--- config.mk ---
export PLATFORM = sky130hd
export DESIGN_NAME = epx_round_clamp
export DESIGN_NICKNAME = d
export VERILOG_FILES = /design/src/rtl/epx_round_clamp.sv
export SDC_FILE = /design/constraint.sdc
export NUM_CORES = 1
export LEC_CHECK = 0
export CAP_MARGIN = 20
export CORE_MARGIN = 3
export CORE_UTILIZATION = 35
export CTS_CLUSTER_DIAMETER = 200
export DETAILED_ROUTE_END_ITERATION = 10
export PLACE_DENSITY = 0.72
export SETUP_SLACK_MARGIN = 0.2
export SKIP_LAST_GASP = 1
export SLEW_MARGIN = 20
export SYNTH_ARGS = -nofsm -noshare
export SYNTH_HDL_FRONTEND = slang
export SYNTH_SLANG_ARGS = --single-unit
--- constraint.sdc ---
create_clock -name clk -period 3.8 [get_ports clk]
set_clock_uncertainty 0.1 [all_clocks]
set_input_delay 0.95 -clock clk [delete_from_list [all_inputs] [get_ports clk]]
set_output_delay 0.95 -clock clk [all_outputs]
set_load 0.02 [all_outputs]
--- src/rtl/epx_round_clamp.sv ---
`default_nettype none
// +----------------------------------------------------------------------------+
// | Module      : epx_round_clamp                                              |
// | Description : Pre-conditioning stage for the e^x lookup. Rounds an FP32    |
// |               operand to the nearest integer (ties to even), clamps it to  |
// |               [-MAX_INT, +MAX_INT] and repacks it as a canonical FP32      |
// |               integer so it always matches a LUT key exactly.              |
// |               Two-stage pipeline, one sample per cycle, no backpressure.   |
// | Ports       : clk         - rising-edge clock                              |
// |               reset       - synchronous active-high reset                  |
// |               valid_in    - in carries a sample this cycle                 |
// |               in          - FP32 operand                                   |
// |               out         - rounded, clamped FP32 integer                  |
// |               valid_out   - out carries a new sample this cycle            |
// |               clamped     - sample on out was saturated or NaN             |
// |               clamp_count - saturating count of clamped samples            |
// | Revision    : 1.0 - initial release                                        |
// +----------------------------------------------------------------------------+
module epx_round_clamp #(
  parameter int DATA_WIDTH = 32,
  parameter int MAX_INT    = 31,
  parameter int CNT_WIDTH  = 16
) (
  input  logic                  clk,
  input  logic                  reset,
  input  logic                  valid_in,
  input  logic [DATA_WIDTH-1:0] in,
  output logic [DATA_WIDTH-1:0] out,
  output logic                  valid_out,
  output logic                  clamped,
  output logic [CNT_WIDTH-1:0]  clamp_count
);

  localparam logic [8:0] C_MAX9 = 9'(MAX_INT);
  localparam logic [7:0] C_MAX8 = 8'(MAX_INT);

  // ---------------------------------------------------------------------------
  // Stage 1: unpack, round to nearest integer (ties to even)
  // ---------------------------------------------------------------------------
  logic        w_sign;
  logic [7:0]  w_exp;
  logic [22:0] w_man;
  logic [3:0]  w_sh;
  logic [31:0] w_t;
  logic        w_round;
  logic        w_s1_sign;
  logic [8:0]  w_s1_mag;
  logic        w_s1_flag;

  assign w_sign = in[31];
  assign w_exp  = in[30:23];
  assign w_man  = in[22:0];

  // For exponents 126..134 the low nibble of (e - 126) is 0..8. Shifting the
  // 24-bit significand by that amount places the binary point between bit 24
  // and bit 23: [31:24] integer part, [23] guard, [22:0] sticky bits.
  assign w_sh    = w_exp[3:0] - 4'd14;
  assign w_t     = {8'b0, 1'b1, w_man} << w_sh;
  assign w_round = w_t[23] & ((|w_t[22:0]) | w_t[24]);

  always_comb begin
    w_s1_sign = w_sign;
    w_s1_mag  = '0;
    w_s1_flag = 1'b0;
    if (w_exp == 8'd255) begin
      w_s1_flag = 1'b1;
      if (w_man != '0) begin
        // NaN: emitted as +0 with the clamp flag set
        w_s1_sign = 1'b0;
        w_s1_mag  = '0;
      end else begin
        w_s1_mag  = C_MAX9;
      end
    end else if (w_exp >= 8'd135) begin
      // |x| >= 256 is beyond any legal clamp magnitude
      w_s1_flag = 1'b1;
      w_s1_mag  = C_MAX9;
    end else if (w_exp >= 8'd126) begin
      w_s1_mag  = {1'b0, w_t[31:24]} + {8'b0, w_round};
    end
  end

  logic       r_s1_valid;
  logic       r_s1_sign;
  logic [8:0] r_s1_mag;
  logic       r_s1_flag;

  // ---------------------------------------------------------------------------
  // Stage 2: clamp and repack as FP32
  // ---------------------------------------------------------------------------
  logic        w_over;
  logic [7:0]  w_mag8;
  logic        w_flag;
  logic [2:0]  w_msb;
  logic [22:0] w_mag23;
  logic [4:0]  w_shamt;
  logic [22:0] w_mant;
  logic [7:0]  w_bexp;
  logic [31:0] w_packed;

  assign w_over = (r_s1_mag > C_MAX9);
  assign w_mag8 = w_over ? C_MAX8 : r_s1_mag[7:0];
  assign w_flag = r_s1_flag | w_over;

  always_comb begin
    w_msb = '0;
    for (int i = 0; i < 8; i++) begin
      if (w_mag8[i]) begin
        w_msb = 3'(i);
      end
    end
  end

  // Shifting the MSB up to bit 23 pushes it out of the 23-bit field, leaving
  // the remaining bits left-aligned as the mantissa.
  assign w_mag23  = {15'b0, w_mag8};
  assign w_shamt  = 5'd23 - {2'b0, w_msb};
  assign w_mant   = w_mag23 << w_shamt;
  assign w_bexp   = 8'd127 + {5'b0, w_msb};
  assign w_packed = (w_mag8 == '0) ? 32'h0000_0000 : {r_s1_sign, w_bexp, w_mant};

  logic [DATA_WIDTH-1:0] r_out;
  logic                  r_out_valid;
  logic                  r_clamped;
  logic [CNT_WIDTH-1:0]  r_count;

  always_ff @(posedge clk) begin
    if (reset) begin
      r_s1_valid  <= 1'b0;
      r_s1_sign   <= 1'b0;
      r_s1_mag    <= '0;
      r_s1_flag   <= 1'b0;
      r_out       <= '0;
      r_out_valid <= 1'b0;
      r_clamped   <= 1'b0;
      r_count     <= '0;
    end else begin
      r_s1_valid  <= valid_in;
      if (valid_in) begin
        r_s1_sign <= w_s1_sign;
        r_s1_mag  <= w_s1_mag;
        r_s1_flag <= w_s1_flag;
      end
      r_out_valid <= r_s1_valid;
      if (r_s1_valid) begin
        r_out     <= w_packed;
        r_clamped <= w_flag;
        // Count moves with the sample so it already includes the sample on out
        if (w_flag && (r_count != '1)) begin
          r_count <= r_count + 1'b1;
        end
      end
    end
  end

  assign out         = r_out;
  assign valid_out   = r_out_valid;
  assign clamped     = r_clamped;
  assign clamp_count = r_count;

endmodule
`default_nettype wire

==> flow_summary.json <==
{
  "drive_gt1_share_pct": 12.4,
  "path_cells": "clkdlybuf4s50_1, buf_6, mux2_4, mux4_2, nor2_1, ha_1, nand4_1, nand4bb_1, a21oi_1",
  "top_layer": "met4",
  "clock_latency_ns": 0.29,
  "initial_core_util_pct": 36.3,
  "met1Wirelength_mm": 3.65,
  "place_congestion": 0.905,
  "tns_ns": 0,
  "syn_avg_cell_area_um2": 8.77,
  "postLayoutCoreUtil_pct": 45.4,
  "multi_input_area_um2": 2220,
  "synth-main-ff-cell": "dfxtp_1",
  "cap_violations": 0,
  "worst_slew_pin_slew_ns": 0.740,
  "drt-total-wl_mm": 8.48,
  "drc": 0,
  "final_cells": 587,
  "cp_max_fo": 18,
  "grt_pass1_vias": 3042,
  "synthToLayoutAreaGrowth_pct": 25.0,
  "io_buffer_count": 68,
  "nets": 497,
  "root_buffer": "clkbuf_8",
  "synth_edf_count": 0,
  "synthTopCellsByCount": "dfxtp_1 (44), nor2_1 (34), nand2_1 (33)",
  "yosysMostFrequentCell": "dfxtp_1",
  "crit_type": "in2reg",
  "p_leak_nw": 1.56,
  "ff2ff_setup_slack_ns": 1.48,
  "vias": 3129,
  "max_stage_delay_ns": 0.56,
  "gr-total-overflow": 0,
  "yosys_register_bits": 44,
  "setup.worst_path.start": "in[24]",
  "ir_worst_vdd_uv": 181,
  "synth_top_area_share_pct": 26.0,
  "wl_met3_um": 525,
  "report.final.slew_viol_count": 0,
  "worstHoldPathType": "reg2reg",
  "grt_pass1_wl_mm": 14.2,
  "fillers": 921,
  "synth_warnings": 0,
  "drt_iter0_markers": 126,
  "rsz0062_at_grt": "no",
  "crit_path_end": "r_s1_mag[8]",
  "cts_buffers": 5,
  "status": "completed",
  "die_w_um": 104,
  "cts.path.max_buffers": 2,
  "clkTransAtPathRegs_ns": 0.08,
  "register_area_um2": 881,
  "grt_max_degree": 25,
  "critPathSlowestCell": "clkdlybuf4s50_1",
  "diodes": 0,
  "cts_sinks": 44,
  "async_flop_share_pct": 0,
  "drtPass1Iterations": 4,
  "finalSetupViolations": 0,
  "startpoint_type": "primary input",
  "syn_area_um2": 3390,
  "synth_top_area_cell": "dfxtp_1",
  "ys_top_cells_by_area": "dfxtp_1 (26%), mux4_2 (6.7%), mux2i_1 (5.0%)",
  "p_per_area_nw_per_um2": 279,
  "hold_violations": 0,
  "critPathCaptureType": "flip-flop",
  "core_um2": 9330,
  "reg2reg_to": "clamp_count[8]",
  "fin_crit_sh_pct": 88.8,
  "dp.cells": 579,
  "crit-reg2reg-launch": "clamp_count[0]",
  "rows": 35,
  "required_ns": 3.91,
  "dpl.hpwl_mm": 6.71,
  "reg2regPathDepth": 7,
  "cts_max_level": 2,
  "arrival_ns": 3.49,
  "routedWlPerCell_um": 14.4,
  "fin_crit_ns": 3.37,
  "antenna_left": 0,
  "grt_usage_pct": 15.2,
  "antenna_found_initial": 0,
  "io-pin-count": 85,
  "drt-vias-per-instance": 5.33,
  "syn_inst": 386,
  "cts_tree": "done",
  "slew_headroom_pct": 49.4,
  "die_h_um": 104,
  "post_cts_buffers": 0,
  "wl_met2_mm": 4.18,
  "max_clock_freq_mhz": 296,
  "ys_seq_area_share_pct": 26.0,
  "die-area_um2": 10900,
  "yosysUniqueCellTypes": 67
}
-- state kept, by name (all words and copies together) (netlist names) --
register / cells
clamp_count: 16
clamped: 1
out: 14
r_s1_flag: 1
r_s1_mag: 9
r_s1_sign: 1
r_s1_valid: 1
valid_out: 1
-- kinds of logic after synthesis --
kind of cell | synth area share [%]
AND/OR/NAND/NOR | 22.6
adder cells (fa/ha/maj) | 1.85
XOR/XNOR | 5.43
buffers and inverters | 10.4
flip-flops | 26.0
AO/OA/AOI/OAI | 17.7
other | 0.111
multiplexers | 15.9
-- per-stage QoR --
step | power (mW) | worst slack (ns) | hold WS [ns] | instance area, um2
after global placement | 0.882 | 0.171 | 0.341 | 4120
after global routing | 1.25 | 0.219 | 0.396 | 4230
after detailed placement | 0.891 | 0.0881 | 0.344 | 4120
after floorplan | 0.780 | 0.687 | 0.339 | 3440
after CTS | 1.19 | 0.397 | 0.367 | 4210
final | 1.18 | 0.427 | 0.362 | 4230
-- cell type report --
type | instances | share of cell area [%]
Sequential cell | 44 | 20.8
Multi-Input combinational cell | 308 | 52.4
Clock buffer | 7 | 2.04
Tap cell | 129 | 3.81
Clock inverter | 1 | 0.177
Inverter | 9 | 0.798
Timing Repair Buffer | 89 | 19.9
-- how the worst min path moves through the flow --
stage	start	endpoint	slack, ns	cells after the start
finish	out[18]	out[18]	0.36	1
global route	out[16]	out[16]	0.40	1
CTS	out[17]	out[17]	0.37	1
detailed placement	out[17]	out[17]	0.34	1
global placement	out[18]	out[18]	0.34	1
floorplan	r_s1_mag[5]	r_s1_mag[5]	0.34	2
-- layout by cell type (no fill, tap or decap), drive strengths merged, types with 5 or more instances in the layout --
master	count
clkdlybuf4s50	66
a22o	7
nor3	11
a211oi	7
mux4	14
mux2i	17
buf	22
dfxtp	44
conb	16
nor2b	8
nor4	8
and2	7
xor2	14
nor2	34
o21ai	20
xnor2	7
ha	5
nand4	8
inv	8
a31oi	6
nand3	11
clkbuf	7
nand2	33
a21oi	19
and3	6
-- power by group --
part | switching [mW] | internal [mW] | leakage, nW | total, mW
logic | 0.207 | 0.183 | 1.16 | 0.390
registers | 0.0165 | 0.477 | 0.357 | 0.494
clock network | 0.149 | 0.148 | 0.0445 | 0.296
-- worst max-delay path, delay by kind of cell --
kind | cells | cell delay, ns
simple gates | 3 | 0.50
mux | 2 | 0.86
compound gates | 1 | 0.17
buf+inv | 2 | 0.77
fa+ha+maj | 1 | 0.23
-- routing by layer --
layer | vias up | GRT usage [%]
met3 | 12 | 2.23
met5 | - | 0
met2 | 124 | 27.0
li1 | 1539 | -
met4 | 0 | 5.22
met1 | 1454 | 18.6
-- what timing repair did --
item / in CTS / in global routing
setup endpoints to repair: 0 / 1
gates resized for setup: 0 / 5
endpoints found under the hold margin: 0 / 0
hold buffers: 0 / 0
(Power assumes the default switching activity.)
==> variant: new RTL, same flow settings <==
Register the output `clamp_count` once more, with the module's reset; this adds one clock of latency there. The other outputs are not delayed to match.
--- a/src/rtl/epx_round_clamp.sv
+++ b/src/rtl/epx_round_clamp.sv
@@ -156,7 +156,13 @@
   assign out         = r_out;
   assign valid_out   = r_out_valid;
   assign clamped     = r_clamped;
-  assign clamp_count = r_count;
+  always_ff @(posedge clk) begin
+    if (reset) begin
+      clamp_count <= '0;
+    end else begin
+      clamp_count <= r_count;
+    end
+  end
 
 endmodule
 `default_nettype wire
Behaviour: not the same (a bounded check fails within 4 cycles, from zero or initial values and one cycle with reset high).
==> variant against the unedited design <==
  * Power up 32%
  * Largest power group unchanged
  * Routed wire length up 0.20%
  * Worst setup slack worse by 120 ps
  * Die area up 7.5%
  * Sequential cell count up 16
  * Critical endpoint is now r_s1_mag[4]
  * Synthesized area up 8.0%
  * Largest cell class unchanged
  * First-iteration DRC count down 33%
  * Cell area up 13%
  * Via count up 2.2%
  * Global-route usage down 0.74 points
==> variant: results <==
group,metric,value,unit
cells_and_area,fin_nets,530,
power,ir_drop,0.1538,mV
drt,highest_layer,"met4",
drt,drt-initial-drc-count,84,
run_status,status,"complete, no violations",
cts,cts_root_buf,"clkbuf_8",
critical_path,cpMaxStageDelayCell,"clkdlybuf4s50_1",
yosys,synth_adder_area_share,0.01711,
cts,cts.reportedPaths.clkPinSlew,60,ps
placement,gp_congestion,0.8681,
yosys,synthTopCellsByArea,"dfxtp_1 33%, mux4_1 6.5%, buf_4 3.7%",
hold_path,hold_path_class,"register to register",
yosys,ys_types,63,
sta,tightest_slew,952.5,ps
drt,met1Wirelength,3732,um
global_route,grtUsageMet2,0.2460,
cts,cts_buffers,9,
hold_path,hp-start,"out[24]",
yosys,async_flop_share,0,
yosys,synth_xor_area_frac,0.05031,
drt,dr.pass1.iters,4,
critical_path,crit_arrival,3640,ps
critical_path,criticalPathCategory,"input port to register",
global_route,use_met3,0.02627,
drt,finalWirelength,8492,um
global_route,grt_max_degree,34,
cells_and_area,fillers,945,
power,p_leak,1.841,nW
cts,clock_latency,330,ps
yosys,synth_ff_type,"dfxtp_1",
critical_path,timing.rr.end,"r_count[14]",
hold_path,holdPathStages,2,
critical_path,crit_start,"in[23]",
critical_path,r2r-start,"r_s1_mag[8]",
placement,dpl.hpwl,6598,um
yosys,synth-compound-area-share,0.1458,
global_route,grt_usage,0.1444,
drt,met3WireLength,382,um
global_route,antenna_found_initial,0,
cts,cts_max_level,3,
drt,wl_met2,4223,um
critical_path,critPathMaxStageDelay,510,ps
global_route,first_global_vias,2990,
drt,via_per_inst,5.100,
yosys,synth.cells.most_frequent,"60 x dfxtp_1, 35 x nor2_1, 28 x nand2_1, 21 x nor2b_1, 20 x o21ai_0",
critical_path,path_max_fanout,8,
cells_and_area,num_antenna_cells,0,
yosys,ys_seq_area_frac,0.3285,
yosys,synth_warnings,0,
critical_path,worstSetupEndpoint,"r_s1_mag[4]",
placement,port-buffer-count,68,
global_route,grtUsageMet1,0.1770,
yosys,yosys-mux-area-fraction,0.1557,
global_route,grt_pass1_wl,13740,um
critical_path,r2r_slack,1240,ps
cells_and_area,final_layout_size_suffix_gt1_frac,0.1680,
variant: changes by cell type in the layout (fill, tap and decap cells not counted), moves of 4 or more:
cell / before / now
clkbuf_8: 6 / 11
mux2i_1: 17 / 13
mux4_1: 4 / 9
nor2b_1: 7 / 21
mux2_2: 2 / 9
a31oi_1: 6 / 2
mux4_2: 10 / 4
buf_4: 19 / 35
dfxtp_1: 44 / 60
nand2_1: 33 / 28
variant: metrics by stage:
stage                     cell area (um^2)  hold slack, ps  std cells  total power, W  setup slack, ps
final                                 4798           360.0        627        0.001563            305.4
after global routing                  4798           389.1        627        0.001652            171.0
after CTS                             4726           363.7        626        0.001561            258.4
after detailed placement              4557           347.2        611        0.001073           -88.78
after global placement                4557           340.7        611        0.001066           -53.41
after floorplan                       3712           334.9        410       0.0009386            416.1
variant: power by group:
part | total, W | internal, W | switching, W
logic | 0.000416 | 0.000210 | 0.000206
clock network | 0.000486 | 0.000267 | 0.000219
registers | 0.000661 | 0.000646 | 0.0000151
variant: how the worst min path moves through the flow:
stage	to	slack, ps
finish	out[24]	360
global route	r_s1_mag[5]	390
floorplan	r_s1_mag[5]	330
CTS	out[24]	360
global placement	out[18]	340
detailed placement	out[24]	350
variant: repair_timing:
action                                  CTS  global route
buffers inserted                          0             1
endpoints found under the setup margin    0             5
hold endpoints to repair                  0             0
gates resized for setup                   0            13
hold buffers                              0             0
variant: area by class of cell:
class	count	area [um^2]	area share
Sequential cell	60	1201	0.2503
Timing Repair Buffer	105	968.4	0.2018
Inverter	11	41.29	0.008605
Multi-Input combinational cell	303	2252	0.4694
Clock buffer	13	158.9	0.03312
Clock inverter	2	10.01	0.002086
Tap cell	133	166.4	0.03468
